--- src/rtl/display_scanner.sv ---
// display_scanner: multiplexes four BCD digits onto a 4-digit 7-segment display,
// with per-scan shadowing, a colon dp on digit 2 and blinking of the digit under adjustment.
module display_scanner #(
    parameter int DIV = 4
) (
    input  logic       refreshClock,
    input  logic       reset,
    input  logic [2:0] counter3,
    input  logic [3:0] counter2,
    input  logic [2:0] counter1,
    input  logic [3:0] counter0,
    input  logic [1:0] select,
    input  logic       isAdj,
    input  logic       twoHz,
    output logic [3:0] an,
    output logic [7:0] seg
);
    localparam logic [15:0] LAST = 16'(DIV - 1);

    logic [15:0] presc;
    logic [1:0]  idx;
    logic [2:0]  sh3, sh1;
    logic [3:0]  sh2, sh0;
    logic [2:0]  sync;
    logic        blink_phase;
    logic        rise;
    logic [3:0]  digit;
    logic        in_range;
    logic [6:0]  dec;

    // sync[1] is the synchronized twoHz, sync[2] its previous value
    assign rise = sync[1] & ~sync[2];

    always_comb begin
        digit = idx == 2'd3 ? {1'b0, sh3} : idx == 2'd2 ? sh2 : idx == 2'd1 ? {1'b0, sh1} : sh0;
        in_range = idx[0] ? digit <= 4'd5 : digit <= 4'd9;
        case (digit)
            4'd0:    dec = 7'h40;
            4'd1:    dec = 7'h79;
            4'd2:    dec = 7'h24;
            4'd3:    dec = 7'h30;
            4'd4:    dec = 7'h19;
            4'd5:    dec = 7'h12;
            4'd6:    dec = 7'h02;
            4'd7:    dec = 7'h78;
            4'd8:    dec = 7'h00;
            4'd9:    dec = 7'h10;
            default: dec = 7'h3F;
        endcase
        if (!in_range) dec = 7'h3F;
    end

    always_ff @(posedge refreshClock) begin
        if (reset) begin
            presc       <= '0;
            idx         <= '0;
            sh3         <= '0;
            sh2         <= '0;
            sh1         <= '0;
            sh0         <= '0;
            sync        <= '0;
            blink_phase <= 1'b0;
            an          <= 4'hF;
            seg         <= 8'hFF;
        end else begin
            presc <= presc == LAST ? 16'd0 : presc + 16'd1;
            if (presc == LAST) begin
                idx <= idx + 2'd1;
                // shadows reload only at the end of a full scan so a scan never tears
                if (idx == 2'd3) begin
                    sh3 <= counter3;
                    sh2 <= counter2;
                    sh1 <= counter1;
                    sh0 <= counter0;
                end
            end
            sync        <= {sync[1:0], twoHz};
            blink_phase <= isAdj & (blink_phase ^ rise);
            an          <= (isAdj && blink_phase && idx == select) ? 4'hF : ~(4'b0001 << idx);
            seg         <= {idx != 2'd2, dec};
        end
    end
endmodule

--- config.mk ---
export PLATFORM = sky130hd
export DESIGN_NAME = display_scanner
export DESIGN_NICKNAME = d
export VERILOG_FILES = /design/src/rtl/display_scanner.sv
export SDC_FILE = /design/constraint.sdc
export NUM_CORES = 1
export LEC_CHECK = 0
export BUFFER_PORTS_ARGS = -buffer_cell sky130_fd_sc_hd__buf_2
export CORE_ASPECT_RATIO = 1.2
export CORE_MARGIN = 2
export CORE_UTILIZATION = 30
export CTS_BUF_LIST = sky130_fd_sc_hd__clkbuf_4
export CTS_CLUSTER_SIZE = 24
export DETAILED_ROUTE_END_ITERATION = 7
export PLACE_DENSITY = 0.44
export SYNTH_ARGS = -nofsm -noshare
export SYNTH_HDL_FRONTEND = slang
export SYNTH_SLANG_ARGS = --single-unit
--- constraint.sdc ---
create_clock -name refreshClock -period 6.7 [get_ports refreshClock]
set_clock_uncertainty 0.15 [all_clocks]
set_input_delay 0.335 -clock refreshClock [delete_from_list [all_inputs] [get_ports refreshClock]]
set_output_delay 0.335 -clock refreshClock [all_outputs]
set_load 0.1 [all_outputs]
==> results of run 1 <==
## path summary, 6_finish.rpt
check,startpoint,to,slack (ns),cells past startpoint
setup reg to reg,idx[0],seg[5],3.14,9
hold reg to reg,sync[0],sync[1],0.32,1
hold / removal,isAdj,blink_phase,0.06,2
setup / recovery,idx[0],seg[5],3.14,9
## per-layer routing
metal / routed length [µm] / vias to the layer above / track usage, % / share of wire [%]
met5: 0 / - / 0 / 0
met2: 2290 / 38 / 20.3 / 48
met3: 211 / 8 / 3.52 / 4.4
li1: - / 927 / - / -
met1: 2200 / 807 / 14.8 / 46
met4: 85 / 0 / 4.54 / 1.8
## worst register-to-register path, cell delays in order, from the launching register on
cell and delay (ns):
dfxtp_1 0.51, ha_1 0.86, nor2_2 0.21, a221oi_2 0.59, inv_1 0.18, ha_1 0.28
nor2_1 0.19, nor2_1 0.07, o2bb2ai_1 0.21, o221ai_1 0.23
## registers in the layout, indices dropped and copies added, names as in the netlist
register / cells
idx: 2
an: 4
sync: 3
blink_phase: 1
presc: 16
sh1: 3
sh2: 4
seg: 8
sh3: 3
sh0: 4
## layout by cell type, fill, tap and decap left out, types with 2 or more instances in the layout
| cell type | n |
|---|---|
| nand2_1 | 10 |
| a211oi_1 | 2 |
| nor4b_1 | 2 |
| clkbuf_4 | 5 |
| nor4_1 | 5 |
| buf_2 | 31 |
| mux2i_1 | 4 |
| and3_1 | 2 |
| o21ai_1 | 10 |
| inv_1 | 13 |
| dfxtp_1 | 48 |
| nand3_1 | 22 |
| nor2b_1 | 4 |
| nand4_1 | 5 |
| nor2_1 | 23 |
| nor3b_1 | 2 |
| o21ai_0 | 6 |
| a21oi_1 | 17 |
| ha_1 | 10 |
| o221ai_1 | 6 |
| a2111oi_0 | 2 |
| nor3_1 | 6 |
| xnor2_1 | 17 |
## power by group
part / switching, W / internal [W]
logic: 0.0000429 / 0.0000149
clock network: 0.0000941 / 0.0000781
registers: 0.00000408 / 0.000292
## Yosys cell counts, drive strengths merged
master / number / area share (%)
nand3b: 1 / 0.33
mux2i: 5 / 2.4
nor4b: 2 / 0.78
nor3: 6 / 1.3
a221oi: 2 / 1.1
buf: 8 / 2.1
a211o: 1 / 0.39
and2: 1 / 0.28
nor4: 5 / 1.4
o31ai: 1 / 0.33
nor3b: 4 / 2.1
o2bb2ai: 1 / 0.39
xor2: 1 / 0.39
nor2: 24 / 4.1
and3b: 1 / 0.39
nor2b: 4 / 1.1
a2111oi: 2 / 0.78
o21ai: 16 / 3.6
a21oi: 18 / 4.2
xnor2: 17 / 6.6
ha: 10 / 5.5
a211oi: 3 / 1.6
o221ai: 6 / 2.3
and3: 2 / 0.55
nand2: 11 / 2.2
inv: 13 / 2.2
nand3: 22 / 4.9
nand2b: 1 / 0.28
or3: 1 / 0.28
mux2: 1 / 0.50
dfxtp: 48 / 43
and4: 1 / 0.39
or4b: 1 / 0.61
nand4: 5 / 1.4
clkbuf: 5 / 0.83
## cell type report
type | count | area (µm²)
Clock inverter | 3 | 42.5
Multi-Input combinational cell | 176 | 1180
Inverter | 13 | 48.8
Tap cell | 90 | 113
Timing Repair Buffer | 32 | 165
Clock buffer | 5 | 37.5
Sequential cell | 48 | 961
Fill cell | 770 | 4730
## per-stage QoR
stage / util, % / area, µm² / power [W]
after floorplan: - / 2250 / 0.000347
after global placement: 33.8 / 2460 / 0.000361
after detailed placement: 33.8 / 2460 / 0.000361
after CTS: 34.9 / 2540 / 0.000538
after global routing: 35.0 / 2550 / 0.000553
final: 35.0 / 2550 / 0.000526
## logic make-up after synthesis
family / after synthesis / share of synthesized area, %
buf+inv: 26 / 5.11
mux: 6 / 2.89
flops: 48 / 42.6
compound gates: 50 / 14.5
fa+ha+maj: 10 / 5.55
xor+xnor: 18 / 6.99
simple gates: 92 / 22.3
## repair_timing
action	4_1_cts	5_1_grt
gates resized for setup	0	0
hold buffers	0	1
hold endpoints to repair	0	1
buffers inserted	0	0
==> metrics.md, run 1 <==
| Metric | Value |
|---|---|
| WS Path Type | `reg -> reg` |
| CP required | `roughly 6.8 ns` |
| Io pins | `32` |
| Via count | `~1,800` |
| Final setup vio count | `0` |
| Clock latency on the worst-skew pair | `0.36 ns` |
| GRT Residual Overflow | `0` |
| Final hold vios | `0` |
| Final std cells w/o fill | `367` |
| Initial antenna violation count | `0` |
| Routed length per instance | `13.0 µm` |
| CTS max path bufs | `2` |
| Synth Register Bits | `48` |
| Critical Path Max Stage Delay | `0.86 ns` |
| Hold WS | `0.0570 ns` |
| Critical path cell sequence | `ha_1 > nor2_2 > a221oi_2 > inv_1 > ha_1 > nor2_1 > nor2_1 > o2bb2ai_1 > o221ai_1` |
| Post-DP HPWL | `3400 µm` |
| DP Cell Count | `around 360` |
| Die X | `83.1 µm` |
| Top delay family on crit path | `adder cells` |
| Peak VDD IR | `0.0792 mV` |
| CP Launch Type | `flop` |
| Starting Density | `31.0%` |
| Total wire length | `4790 µm` |
| CP Buf/Inv Count | `1` |
| Post-Syn Instances | `250` |
| Mean Syn Cell Area | `~9 µm²` |
| Nets | `roughly 300` |
| Port Buffers | `31` |
| Sequential element share of the synthesized area | `42.6%` |
| Fmax | `281 MHz` |
| DRC Markers | `0` |
| CP max-delay cell | `ha_1` |
| Yosys cell types | `47` |
| Site row count | `34` |
| Final Wtd Congestion | `~0.81` |
| Max-slew violation count | `0` |
| CP Max Fanout | `27` |
| Core Region | `7270 µm²` |
| Global-route wire length before repair | `8120 µm` |
| Vias in the first global route | `between 1,500 and 2,000` |
| Area growth from synthesis to layout | `12.9%` |
| Critical Path Sink Type | `flop` |
| Root Driver | `clkbuf_4` |
| Worst hold path type | `in -> reg` |
| Worst-Margin Slew | `0.983 ns` |
| Pwr Density | `207 nW/µm²` |
| CTS tree | `built` |
| Total die area | `8230 µm²` |
| Outcome | `completed` |
| Share of cells above drive strength 1 | `17.0%` |
| Clock sinks | `48` |
| Initial DRC count | `54` |
| Setup TNS | `0 ns` |
| ANT cells | `0` |
| Largest net degree at the start of global routing | `28` |
| Drt via density | `slightly below 5` |
| Relative slew slack | `34.4%` |
| Mapped cell area | `2250 µm²` |
| Gr usage total | `around 12%` |
| Crit path arrival time | `3.68 ns` |
| # Max-Cap Violations | `0` |
| YS warnings | `0` |
| H-tree level count | `2` |
| Worst setup margin | `3.14 ns` |
| CTS clk-pin slew, worst paths | `0.15 ns` |
| Post-synth net total | `between 200 and 300` |
| Pleak | `0.888 nW` |
| Die height | `99.0 µm` |
| Pre-antenna DRT Iters | `4` |
| Routed Antenna Nets | `0` |
| Pre-CTS setup slack | `about 3.2 ns` |
| Num CTS Buffers | `5` |
| Crit path time final | `roughly 3.6 ns` |
| RSZ-0062 raised after global routing | `false` |
| Fin crit share | `53.1%` |
No activity file was read; power rests on OpenSTA's default activity.
==> run 2: changes to the inputs <==
- ABC_AREA: not set -> 1
- PLACE_DENSITY: 0.44 -> 0.46
- clock period: 6.7 -> 3 ns (I/O delays scaled with it)
==> metrics.md, run 2 <==
| Metric | Value |
|---|---|
| Initial DRC count | `65 (+20%)` |
| Core Region | `7580 µm² (+4.1%)` |
| Gr usage total | `12.7% (+0.59 points)` |
| Area occupied by multi-input gates | `1110 µm² (-5.5%)` |
| FF+latch area | `961 µm² (unchanged)` |
| GRT Residual Overflow | `0 (unchanged)` |
| Largest net degree at the start of global routing | `29 (+3.6%)` |
| Site row count | `35 (+2.9%)` |
| Hold Path Stages | `4 (+2)` |
| Post-DP HPWL | `3480 µm (+2.4%)` |
| Cell with the most instances after synthesis | `nand2_1` |
| CP required | `3.12 ns (-3.71 ns)` |
| YS warnings | `0 (unchanged)` |
| Initial antenna violation count | `0 (unchanged)` |
| Critical Path Sink Type | `flop` |
| Commonest non-fill, non-tap cell in the layout | `nand2_1` |
| Regs by FF count | `presc: 16 flops, seg: 8 flops` |
| Root Driver | `clkbuf_4` |
| Main flop type after synthesis | `dfxtp_1` |
| Worst hold path type | `in -> reg` |
| CTS max path bufs | `2 (unchanged)` |
| # Max-Cap Violations | `0 (unchanged)` |
| Hold WS | `0.0484 ns (-0.00862 ns)` |
| Sequential element share of the synthesized area | `41.8% (-0.86 points)` |
| Io pins | `32 (unchanged)` |
| WS Path Type | `reg -> reg` |
| CP Max Fanout | `7 (-74%)` |
| Yosys cell types | `30 (-36%)` |
| Routed Antenna Nets | `0 (unchanged)` |
| Mean Syn Cell Area | `7.06 µm² (-22%)` |
| Num CTS Buffers | `5 (unchanged)` |
| Fmax | `442 MHz (+57%)` |
| Drt via density | `4.30 (-11%)` |
| Post-synth net total | `356 (+27%)` |
| Die height | `99.9 µm (+0.98%)` |
| R2r setup slk | `0.74 ns (-2.40 ns)` |
| Power Total | `0.00133 W (+150%)` |
| Commonest cells in the netlist | `86 x nand2_1, 49 x nor2_1, 48 x dfxtp_1, 45 x inv_1, 17 x a21oi_1` |
| Share of cells above drive strength 1 | `15.3% (-1.6 points)` |
| Vias in the first global route | `1,948 (+11%)` |
| Clock latency on the worst-skew pair | `0.37 ns (about the same)` |
| Filler cell count | `842 (+9.4%)` |
| Crit path arrival time | `2.38 ns (-1.30 ns)` |
| Pleak | `1.31 nW (+47%)` |
| Peak VDD IR | `0.213 mV (+170%)` |
| Nets | `407 (+33%)` |
| Area growth from synthesis to layout | `21.6%` |
| Hold Path Origin | `select[0]` |
| Outcome | `completed` |
| Area share of the largest cell type after synthesis | `41.8% (-0.86 points)` |
| Mapped cell area | `2300 µm² (+2.1%)` |
| Pre-antenna DRT Iters | `4 (unchanged)` |
| Total wire length | `4850 µm (+1.3%)` |
| Clock sinks | `48 (unchanged)` |
| Fin crit share | `75.4% (+22 points)` |
| CP Launch Type | `flop` |
| Reg with most FFs | `presc` |
| Top cells by area, synth | `dfxtp_1 42%, nand2_1 14%, nor2_1 8.0%` |
| CTS clk-pin slew, worst paths | `0.15 ns (about the same)` |
| Port Buffers | `31 (unchanged)` |
| Post-Syn Instances | `326 (+30%)` |
| Hold Path Sink | `an[2]` |
| Worst-Margin Slew | `0.494 ns (-0.489 ns)` |
| Largest register FFs | `16 (unchanged)` |
| DRC Markers | `0 (unchanged)` |
| FFs w/ async S/R, synth | `0% (unchanged)` |
| RR Startpoint | `idx[0]` |
| Crit path time final | `2.26 ns (-1.30 ns)` |
| R2R cell count | `14 (+5)` |
| Final setup vio count | `0 (unchanged)` |
| R2r endpoint | `seg[5]` |
| Post-synth EDFFs | `0 (unchanged)` |
| RSZ-0062 raised after global routing | `false` |
| Total die area | `8390 µm² (+2.0%)` |
| Max-slew violation count | `0 (unchanged)` |
| Final hold vios | `0 (unchanged)` |
| Global-route wire length before repair | `8760 µm (+7.9%)` |
| Pwr Density | `474 nW/µm² (+130%)` |
| ANT cells | `0 (unchanged)` |
| CTS tree | `built` |
| Final Wtd Congestion | `0.819 (+1.1%)` |
| Synth area leader | `dfxtp_1` |
| Die X | `83.9 µm (+0.97%)` |
| Routed length per instance | `10.3 µm (-21%)` |
| Final Util | `36.9% (+1.9 points)` |
| Relative slew slack | `66.9% (+32 points)` |
| Starting Density | `30.4% (-0.62 points)` |
| Synth Register Bits | `48 (unchanged)` |
| Setup TNS | `0 ns (unchanged)` |
| H-tree level count | `2 (unchanged)` |
| Most frequent cells in the layout | `86 x nand2_1, 49 x nor2_1, 48 x dfxtp_1` |
| Via count | `2,020 (+13%)` |
run 2: routing by layer:
metal	GRT usage [%]	share of wire, %
met3	2.80	3.2
met5	0	0
met2	22.2	48
met1	15.5	48
met4	4.47	1.6
run 2: stage by stage:
| step | instances | cell area (µm²) | worst slack [ns] |
|---|---|---|---|
| after floorplan | 326 | 2300 | 1.01 |
| after global placement | 443 | 2530 | 0.762 |
| after detailed placement | 443 | 2530 | 0.741 |
| after CTS | 470 | 2800 | 0.710 |
| after global routing | 470 | 2800 | 0.411 |
| final | 470 | 2800 | 0.738 |
run 2: cell type report:
cell class                 instances  share of cell area [%]
clock buffer                       6                    1.61
inverter                          49                    6.57
multi-input combinational        223                    39.8
tap                               92                    4.11
clock inverter                     2                    1.25
sequential                        48                    34.3
timing repair buffer              50                    12.3
run 2: cell families after synthesis:
group           synth area share [%]
flops                           41.8
xor+xnor                       0.761
compound gates                  7.61
fa+ha+maj                       5.44
buf+inv                         9.84
simple gates                    34.6
run 2: worst max-delay path, stage by stage (launching register included):
cell and delay, ns:
dfxtp_1 0.36, inv_1 0.19, ha_1 0.35, inv_2 0.10, nand3_1 0.09, nand2_1 0.05
nand2_1 0.17, inv_1 0.10, ha_1 0.21, inv_1 0.05, nand3_1 0.07, nand2_1 0.09
nor2_1 0.05, nor2_1 0.08, nand2_1 0.06
run 2: what timing repair did:
item	4_1_cts	5_1_grt
buffers inserted	0	0
resized for setup	0	0
hold buffers	19	0
hold endpoints to repair	22	0
run 2: how the worst max path moves through the flow:
| stage | cells after the start | to | from | slack (ns) |
|---|---|---|---|---|
| 2_1_floorplan | 12 | seg[3] | idx[0] | 1.01 |
| 3_3_place_gp | 14 | seg[6] | idx[0] | 0.76 |
| 3_5_place_dp | 14 | seg[5] | idx[0] | 0.74 |
| 4_1_cts | 14 | seg[5] | idx[0] | 0.71 |
| 5_1_grt | 14 | seg[5] | idx[0] | 0.41 |
| 6_report | 14 | seg[5] | idx[0] | 0.74 |
run 2: report_power, final:
group | total [W] | leakage, nW | internal (W) | switching, W
combinational | 0.000263 | 0.871 | 0.0000684 | 0.000194
sequential | 0.000670 | 0.391 | 0.000661 | 0.00000825
clock | 0.000395 | 0.0456 | 0.000184 | 0.000211
